**src/rtl/bf16_pkg.sv**
```systemverilog
// Shared definitions for the bfloat16 comparator: ordering codes, default
// field widths and small classification helpers.
package bf16_pkg;

  localparam logic [1:0] CMP_EQ = 2'b00;
  localparam logic [1:0] CMP_GT = 2'b01;
  localparam logic [1:0] CMP_LT = 2'b10;
  localparam logic [1:0] CMP_UN = 2'b11;

  localparam int DEF_EXP_W = 8;
  localparam int DEF_MAN_W = 7;

  // Helpers take pre-reduced field flags so they stay independent of widths.
  function automatic logic is_nan(input logic exp_ones, input logic man_zero);
    return exp_ones & ~man_zero;
  endfunction

  function automatic logic is_zero(input logic exp_zero, input logic man_zero);
    return exp_zero & man_zero;
  endfunction

endpackage

```
**src/rtl/bf16_cmp_core.sv**
```systemverilog
// Combinational ordering of two bfloat16-style operands into a 2-bit code.
// NaN wins over everything; signed zeros are equal; same-sign values order by magnitude.
module bf16_cmp_core
  import bf16_pkg::*;
#(
  parameter int EXP_W = DEF_EXP_W,
  parameter int MAN_W = DEF_MAN_W
) (
  input  logic [EXP_W+MAN_W:0] a,
  input  logic [EXP_W+MAN_W:0] b,
  output logic [1:0]           code
);

  localparam int W = 1 + EXP_W + MAN_W;

  logic             sign_a, sign_b;
  logic [EXP_W-1:0] exp_a, exp_b;
  logic [MAN_W-1:0] man_a, man_b;
  logic [W-2:0]     mag_a, mag_b;
  logic             nan_a, nan_b, zero_a, zero_b;

  assign sign_a = a[W-1];
  assign sign_b = b[W-1];
  assign exp_a  = a[W-2:MAN_W];
  assign exp_b  = b[W-2:MAN_W];
  assign man_a  = a[MAN_W-1:0];
  assign man_b  = b[MAN_W-1:0];
  assign mag_a  = a[W-2:0];
  assign mag_b  = b[W-2:0];

  assign nan_a  = is_nan(&exp_a, ~|man_a);
  assign nan_b  = is_nan(&exp_b, ~|man_b);
  assign zero_a = is_zero(~|exp_a, ~|man_a);
  assign zero_b = is_zero(~|exp_b, ~|man_b);

  // {exp,man} is monotonic in magnitude, infinities and subnormals included.
  always_comb begin
    code = CMP_EQ;
    if (nan_a || nan_b) begin
      code = CMP_UN;
    end else if (zero_a && zero_b) begin
      code = CMP_EQ;
    end else if (sign_a != sign_b) begin
      code = sign_a ? CMP_LT : CMP_GT;
    end else if (mag_a == mag_b) begin
      code = CMP_EQ;
    end else if (!sign_a) begin
      code = (mag_a > mag_b) ? CMP_GT : CMP_LT;
    end else begin
      code = (mag_a > mag_b) ? CMP_LT : CMP_GT;
    end
  end

endmodule

```
**src/rtl/bfloat16_cmp.sv**
```systemverilog
// Registered bfloat16 comparator: one-cycle latency, a new operand pair every
// cycle, no handshake. out holds the result of the pair sampled at the last edge.
module bfloat16_cmp
  import bf16_pkg::*;
#(
  parameter int EXP_W = DEF_EXP_W,
  parameter int MAN_W = DEF_MAN_W
) (
  input  logic                 clk,
  input  logic                 rst_n,
  input  logic [EXP_W+MAN_W:0] a1,
  input  logic [EXP_W+MAN_W:0] b1,
  output logic [1:0]           out
);

  logic [1:0] code;

  bf16_cmp_core #(
    .EXP_W(EXP_W),
    .MAN_W(MAN_W)
  ) u_core (
    .a    (a1),
    .b    (b1),
    .code (code)
  );

  always_ff @(posedge clk or negedge rst_n) begin
    if (!rst_n) begin
      out <= CMP_EQ;
    end else begin
      out <= code;
    end
  end

endmodule

```
**config.mk**
```make
export PLATFORM = sky130hd
export DESIGN_NAME = bfloat16_cmp
export DESIGN_NICKNAME = d
export VERILOG_FILES = /design/src/rtl/bf16_pkg.sv /design/src/rtl/bf16_cmp_core.sv /design/src/rtl/bfloat16_cmp.sv
export SDC_FILE = /design/constraint.sdc
export NUM_CORES = 1
export LEC_CHECK = 0
export ABC_AREA = 0
export CORE_MARGIN = 1.5
export CORE_UTILIZATION = 38
export DETAILED_ROUTE_END_ITERATION = 8
export PLACE_DENSITY = 0.84
export SETUP_SLACK_MARGIN = 0.05
export SLEW_MARGIN = 20
export SYNTH_ARGS = -nofsm -noshare
export SYNTH_HDL_FRONTEND = slang
export SYNTH_SLANG_ARGS = --single-unit
export TNS_END_PERCENT = 5
```
**constraint.sdc**
```tcl
create_clock -name clk -period 0.8 [get_ports clk]
set_clock_uncertainty 0.15 [all_clocks]
set_input_delay 0.16 -clock clk [delete_from_list [all_inputs] [get_ports clk]]
set_output_delay 0.16 -clock clk [all_outputs]
set_load 0.005 [all_outputs]
```
==> After elaboration in Yosys (flattened, before gate mapping) <==
Cells that the tools add are included.
{ "totals": {"register_bits": 2, "inputBits": 34, "output_inout_bits": 2, "elab_cells": 28} }
{ "classes": {"order_cmp": 1, "eq_ne": 2, "mux": 8, "bitwise_logic": 4, "reduce_logical": 12} }
{ "ops": {"columns": ["cell", "count"], "rows": [
  ["$mux W2", 8],
  ["$reduce_and A8 Y1", 2],
  ["$reduce_or A8 Y1", 2],
  ["$eq A15 B15 Y1", 1],
  ["$gt A15 B15 Y1", 1],
  ["$reduce_or A7 Y1", 2],
  ["$and A1 B1 Y1", 4],
  ["$logic_not A1 Y1", 4],
  ["$logic_and A1 B1 Y1", 1],
  ["$logic_or A1 B1 Y1", 1],
  ["$ne A1 B1 Y1", 1]
]} }

==> Logic depth before layout (Yosys ltp) <==
Gate-level depths: netlist of the first run.
{ "logic_depth": {"word_depth": 7, "depth_mapped": 7, "ltp_nobuf": 7} }

==> Cells and area by module <==
A second synthesis of the first run with hierarchy kept.
{ "unflattened": {"hier_cells": 87, "area_unflattened_um2": 654.4} }
{ "by_module_without_submodules": {"columns": ["module", "n_inst", "cells_each", "area_each_um2", "seq_area_each_um2"], "rows": [
  ["bf16_cmp_core", 1, 85, 604.3, 0.0],
  ["bfloat16_cmp", 1, 2, 50.0, 50.0]
]} }

==> Least setup slack after synthesis of the first run <==
No wires, ideal clock.
{ "synth_timing": {"path_type": "input-to-reg", "start": "input port b1[13]", "end": "register out[0]", "setup_ns": 0.131, "arrival_time_ns": 1.254, "required_time_ns": 0.519, "path_slack_ns": -0.735, "stages": 7, "n_path_buf": 0, "cell_sequence": "inv_1 -> ha_1 -> nand4_1 -> nor4_1 -> inv_1 -> o2111ai_1 -> nand3_1"} }
{ "synth_via": {"elab_chain_cells": 7, "elab_cells_between_ends": 16, "classes_between": "order compare: 1; eq/ne: 1; mux: 7; bitwise: 2; reduce/logical: 5"} }
{ "synth_lines": {"columns": ["item", "line", "source"], "rows": [
  ["start, declared", "bfloat16_cmp.sv:12", "input logic [EXP_W+MAN_W:0] b1,"],
  ["$gt A15 B15 Y1", "bf16_cmp_core.sv:48, bf16_cmp_core.sv:50", null],
  ["$mux W2 (on tied branches)", "bf16_cmp_core.sv:48, bf16_cmp_core.sv:50", null],
  ["$mux W2", "bf16_cmp_core.sv:47", "end else if (!sign_a) begin"],
  ["$mux W2", "bf16_cmp_core.sv:45", "end else if (mag_a == mag_b) begin"],
  ["$mux W2", "bf16_cmp_core.sv:43", "end else if (sign_a != sign_b) begin"],
  ["$mux W2", "bf16_cmp_core.sv:41", "end else if (zero_a && zero_b) begin"],
  ["$mux W2 (*)", "bf16_cmp_core.sv:39", "if (nan_a || nan_b) begin"],
  ["named net code[0]", "bfloat16_cmp.sv:16", "logic [1:0] code;"],
  ["end signal, assigned", "bfloat16_cmp.sv:31", "out <= code;"],
  ["end, declared", "bfloat16_cmp.sv:13", "output logic [1:0] out"]
]} }
The timed path passes the listed nets; every way through them passes the cells marked *.

==> Final worst setup path of the first run <==
{ "layout_timing": {"start": "input port b1[10]", "end": "register out[1]"} }
The elaborated chain is that of the path after synthesis.

==> flow_metrics.py, run 1 <==
metrics = {
    "setup_path": {
        "critPathLaunchType": "input port",
        "slowest_delay_ns": 0.49,
        "required_ns": 0.81,
        "worstPathBufferInverterCount": 2,
        "crit_path_top_delay_cell": "a211oi_1",
        "cp_max_fo": 3,
        "endpoint_kind": "flop",
        "cp_top_family": "compound AO/OA/AOI/OAI gates",
        "path_cells": "buf_8, inv_4, ha_4, a21oi_2, o21ai_2, a211oi_1, nand4_1, nand3_1",
        "critPathKind": "in2reg",
        "crit_arrival_ns": 1.63,
    },
    "yosys": {
        "synth_top_family_by_area": "simple AND/OR/NAND/NOR gates",
        "synth_area_leader_cell": "ha_1",
        "synth_fa_ha_area_share_pct": 28.7,
        "postSynthCellCount": 87,
        "ys_types": 24,
        "yosys.area.top_type_share_pct": 28.7,
        "synth-seq-cells": 2,
        "syn_area_per_cell_sq_um": 7.52,
        "seq_area_frac_synth_pct": 7.65,
        "synth_compound_area_share_pct": 20.3,
        "synth_mux_area_share_pct": 0,
        "syn_nets": 136,
        "synth_warnings": 0,
        "yosys.area_share.xor_xnor_pct": 0,
        "synthSimpleGateAreaFrac_pct": 31.4,
        "synth_area_sq_um": 654,
        "synth.area.top_cells": "ha_1 (29%), nand4_1 (11%), inv_1 (10%), dfrtp_1 (7.6%), nor4_1 (4.8%)",
    },
    "final_layout": {
        "syn_to_final_growth_pct": 122,
        "nets": 197,
        "instances_no_fill": 162,
        "antenna_cells": 0,
        "reg.largest.list": "out: 2 flops",
        "largest_reg_flops": 2,
        "regMostFlops": "out",
        "num-fill-cells": 51,
        "drive_above_1_share_pct": 73.3,
    },
    "drt": {
        "drt_iter0_markers": 96,
        "wl_met3_um": 345,
        "drtAntennaViolNets": 0,
        "drc": 3,
        "wire_per_inst_um": 23.4,
        "dr.pass1.iters": 6,
        "drt-total-wl_um": 3790,
        "vias": 1131,
        "dr.max_layer_used": "met4",
        "wl_met2_um": 1900,
        "via_per_inst": 6.98,
        "m1WireLength_um": 1220,
    },
    "worst_hold_path": {
        "hold_path_class": "in2async",
    },
    "sta": {
        "timing.final.crit_share_pct": 203,
        "hold_viol": 2,
        "max_freq_mhz": 615,
        "slew_violations": 0,
        "slew_headroom_pct": 65.0,
        "tns_ns": -2.03,
        "rsz0062_at_grt": "yes",
        "setup_slack_ns": -0.827,
        "hold_slack_ns": -0.0342,
        "setup_viol": 4,
        "tightest_slew_ns": 0.522,
        "fin_crit_ns": 1.63,
    },
    "clock_tree": {
        "cts_tree": "yes",
        "clk_pin_slew_ns": 0.04,
        "cts_buffers": 3,
        "ctsLongestPathBuffers": 2,
        "clock-sinks": 2,
        "h-tree-depth": 1,
        "clock-root-buffer": "clkbuf_4",
    },
    "place": {
        "dpl.cell_count": 155,
        "hpwl_um": 2040,
        "gp_congestion": 0.902,
        "pre_cts_ws_ns": -1.36,
        "io_buffer_count": 35,
    },
    "floorplanning": {
        "num_rows": 14,
        "initial_core_util_pct": 42.0,
        "die_w_um": 44.5,
        "core_sq_mm": 0.00156,
        "io_pins": 36,
        "die_y_um": 44.5,
        "die-area_sq_mm": 0.00198,
    },
    "grt": {
        "antenna_found_initial": 0,
        "grt_max_degree": 6,
        "grt_pass1_wl_um": 5740,
        "track_usage_pct": 41.0,
        "global_route.overflow_total": 0,
        "grt_pass1_vias": 1220,
    },
    "run_status": {
        "outcome": "complete, but fails checks",
        "violations": "design-rule violations, negative hold slack, negative setup slack",
    },
    "flow_run": {
        "maxCapViolCount": 0,
    },
    "pwr": {
        "cellLeakagePower_nw": 0.612,
        "vdd_drop_max_mv": 0.639,
        "power_density_mw_per_mm2": 772,
    },
}
-- kinds of logic after synthesis --
group	count (synthesis)
AOI/OAI and AO/OA	19
buffers and inverters	19
adders and majority gates	15
DFF	2
and+or+nand+nor	32
-- layout make-up --
cell class	instances	area, sq um	area share [%]
clock buffer	3	22.5	1.55
inverter	18	72.6	4.99
multi-input combinational	66	836	57.5
sequential	2	50.0	3.44
tap	16	20.0	1.38
timing repair buffer	57	453	31.2
-- report_power, final --
group	total, W	switching [W]	internal [W]
Combinational	0.000772	0.000378	0.000394
Sequential	0.000120	0.00000471	0.000115
Clock	0.000231	0.0000648	0.000166
Total	0.00112	0.000447	0.000676
-- cells in the mapped netlist --
cell,instances
a21oi_1,5
nand3b_1,1
nor3_1,2
nor2_1,4
or2_1,1
ha_1,15
nor4_2,1
a21boi_0,1
o2111ai_1,2
and4_1,1
inv_1,18
dfrtp_1,2
nand3_1,4
o31a_1,1
a211o_1,1
buf_6,1
o21ai_0,2
nor4_1,5
a211oi_1,4
nand2_1,1
nor4_4,1
nand4_1,11
a311oi_1,2
o31ai_1,1
-- cell usage in the layout, fill, tap and decap left out, drive strengths merged, types with 3 or more instances in the layout --
| cell | count |
|---|---|
| a21oi | 5 |
| nand4 | 11 |
| nand3 | 4 |
| buf | 49 |
| clkbuf | 7 |
| inv | 18 |
| clkdlybuf4s50 | 3 |
| a211oi | 4 |
| nor4 | 7 |
| nor2 | 4 |
| ha | 15 |
-- routing by layer --
| metal | global-route usage (%) | vias to the layer above |
|---|---|---|
| li1 | - | 459 |
| met1 | 39.4 | 505 |
| met2 | 74.2 | 116 |
| met3 | 12.2 | 51 |
| met4 | 27.3 | 0 |
| met5 | 0 | - |
-- worst max path at each step --
stage	startpoint	to	slack, ns	cells after the start
floorplan	b1[3]	out[0]	-0.66	6
global placement	b1[3]	out[0]	-1.30	8
detailed placement	b1[10]	out[0]	-1.36	8
CTS	a1[10]	out[0]	-0.66	8
global route	b1[8]	out[0]	-0.84	8
finish	b1[10]	out[1]	-0.83	8
-- metrics by stage --
stage | hold slack (ns) | power, W | util [%] | cell area, sq um
detailed placement | 0.183 | 0.000702 | 80.2 | 1250
global placement | 0.180 | 0.000674 | 80.2 | 1250
CTS | -0.0499 | 0.00104 | 93.6 | 1460
finish | -0.0342 | 0.00112 | 93.3 | 1450
floorplan | -0.286 | 0.000338 | - | 756
global route | -0.0374 | 0.00117 | 93.3 | 1450
-- what timing repair did --
item	in CTS	in global routing
buffers inserted	4	0
pin swaps	36	7
endpoints found under the hold margin	2	2
setup endpoints to repair	4	4
gates resized for setup	180	9
Note: power is estimated with default switching activity, not from simulation.
==> run 2, diff against run 1 <==
--- a/config.mk
+++ b/config.mk
@@ -11,7 +11,7 @@
 export DETAILED_ROUTE_END_ITERATION = 8
 export PLACE_DENSITY = 0.84
 export SETUP_SLACK_MARGIN = 0.05
-export SLEW_MARGIN = 20
+export SLEW_MARGIN = 25
 export SYNTH_ARGS = -nofsm -noshare
 export SYNTH_HDL_FRONTEND = slang
 export SYNTH_SLANG_ARGS = --single-unit
==> results of run 2 <==
Same layout as run 1: the final DEF is identical, and so are final timing and power.
==> run 3, diff against run 2 <==
--- a/config.mk
+++ b/config.mk
@@ -9,6 +9,7 @@
 export CORE_MARGIN = 1.5
 export CORE_UTILIZATION = 38
 export DETAILED_ROUTE_END_ITERATION = 8
+export MAX_ROUTING_LAYER = met4
 export PLACE_DENSITY = 0.84
 export SETUP_SLACK_MARGIN = 0.05
 export SLEW_MARGIN = 25
==> flow_metrics.py, run 3 (same netlist as run 1, synthesis figures left out) <==
metrics = {
    "run_status": {
        "outcome": "complete, but fails checks",
        "violations": "design-rule violations, negative hold slack, negative setup slack",
    },
    "final_layout": {
        "syn_to_final_growth_pct": 123,
        "multi_input_area_sq_um": 841,
        "seq_area_sq_um": 50.0,
        "antenna_cells": 0,
        "num-fill-cells": 50,
        "largest_reg_flops": 2,
        "drive_above_1_share_pct": 74.0,
        "reg.largest.list": "out: 2 flops",
        "nets": 197,
        "final_cell_mix": "buf_4 (19), buf_2 (16), ha_4 (14)",
        "regMostFlops": "out",
        "stdcell_area_sq_mm": 0.00146,
        "final_common_cell": "buf_4",
    },
    "sta": {
        "slew_headroom_pct": 62.6,
        "fin_crit_ns": 1.59,
        "setup_slack_ns": -0.794,
        "tightest_slew_ns": 0.558,
        "max_freq_mhz": 627,
        "setup_viol": 4,
        "slew_violations": 0,
        "rsz0062_at_grt": "yes",
        "timing.final.crit_share_pct": 199,
        "hold_viol": 2,
        "hold_slack_ns": -0.0315,
        "tns_ns": -1.97,
    },
    "pwr": {
        "power_frac_seq_pct": 10.6,
        "power_density_mw_per_mm2": 775,
        "vdd_drop_max_mv": 0.652,
        "p_sw_share_pct": 39.9,
        "cellLeakagePower_nw": 0.613,
        "comb_power_share_pct": 68.8,
        "intPower_w": 0.000680,
        "p_sw_w": 0.000451,
        "clock_power_share_pct": 20.6,
    },
    "setup_path": {
        "cp_top_family": "simple AND/OR/NAND/NOR gates",
        "critPathLaunchType": "input port",
        "endpoint_kind": "flop",
        "slowest_delay_ns": 0.27,
        "critPathKind": "in2reg",
        "cp_max_fo": 3,
        "crit_arrival_ns": 1.60,
        "crit_path_top_delay_cell": "ha_4",
        "worstPathBufferInverterCount": 3,
        "path_cells": "buf_8, inv_4, ha_4, nand4_1, buf_4, nor2_4, o31a_1, o2111ai_2, nand3_1",
        "required_ns": 0.80,
    },
    "drt": {
        "drc": 3,
        "dr.pass1.iters": 9,
        "drt-total-wl_um": 3780,
        "via_per_inst": 6.91,
        "drtAntennaViolNets": 0,
        "wire_per_inst_um": 23.4,
        "drt_iter0_markers": 69,
        "vias": 1120,
    },
    "grt": {
        "antenna_found_initial": 0,
        "global_route.overflow_total": 0,
        "grt_max_degree": 6,
        "grt_pass1_wl_um": 5630,
        "grt_pass1_vias": 1216,
        "track_usage_pct": 41.3,
    },
    "clock_tree": {
        "h-tree-depth": 1,
        "clock-root-buffer": "clkbuf_4",
        "clock-sinks": 2,
        "cts_tree": "yes",
        "clk_pin_slew_ns": 0.04,
        "ctsLongestPathBuffers": 2,
        "cts_buffers": 3,
    },
    "place": {
        "placed_area_sq_mm": 0.00125,
        "gp_congestion": 0.918,
        "pre_cts_ws_ns": -1.36,
        "io_buffer_count": 35,
        "hpwl_um": 2040,
    },
    "floorplanning": {
        "die-area_sq_mm": 0.00198,
        "core_sq_mm": 0.00156,
        "initial_core_util_pct": 42.0,
        "die_w_um": 44.5,
        "die_y_um": 44.5,
        "num_rows": 14,
        "io_pins": 36,
    },
    "flow_run": {
        "maxCapViolCount": 0,
    },
    "worst_hold_path": {
        "hold_path_class": "in2async",
    },
}
[run 3: final timing paths]
| kind | from | to | slack [ns] | cells after the start |
|---|---|---|---|---|
| setup / recovery | b1[10] | out[0] | -0.79 | 9 |
| min in group clk | a1[14] | out[0] | 0.39 | 5 |
| max in group asynchronous | rst_n | out[0] | 0.38 | 1 |
| hold / removal | rst_n | out[1] | -0.03 | 1 |
[run 3: layer usage]
| metal | global-route usage [%] | share of wire [%] | vias up |
|---|---|---|---|
| met5 | - | 0 | - |
| met4 | 26.7 | 8.1 | 0 |
| met3 | 10.2 | 10 | 44 |
| met2 | 73.9 | 49 | 117 |
| met1 | 38.2 | 32 | 500 |
| li1 | - | - | 459 |
[run 3: layout make-up]
class	count	area share, %
Multi-Input combinational cell	66	57.6
Timing Repair Buffer	57	31.0
Inverter	18	4.97
Sequential cell	2	3.43
Clock buffer	3	1.54
Tap cell	16	1.37
[run 3: per-stage QoR]
stage,instances,util (%),power [W]
2_1_floorplan,87,-,0.000338
6_report,162,93.6,0.00113
3_3_place_gp,155,80.2,0.000674
3_5_place_dp,155,80.2,0.000702
5_1_grt,162,93.6,0.00118
4_1_cts,162,93.6,0.00104
[run 3: power groups by stage]
stage / clock (W) / combinational [W] / sequential, W
after CTS: 0.000228 / 0.000696 / 0.000118
final: 0.000233 / 0.000779 / 0.000119
after global placement: 0 / 0.000556 / 0.000118
after global routing: 0.000246 / 0.000813 / 0.000120
after floorplan: 0 / 0.000217 / 0.000121
after detailed placement: 0 / 0.000583 / 0.000119
[run 3: what timing repair did]
| item | CTS | global route |
|---|---|---|
| endpoints found under the setup margin | 4 | 4 |
| resized for setup | 180 | 10 |
| hold endpoints to repair | 2 | 2 |
| setup buffers | 4 | 0 |
| pin swaps | 36 | 6 |
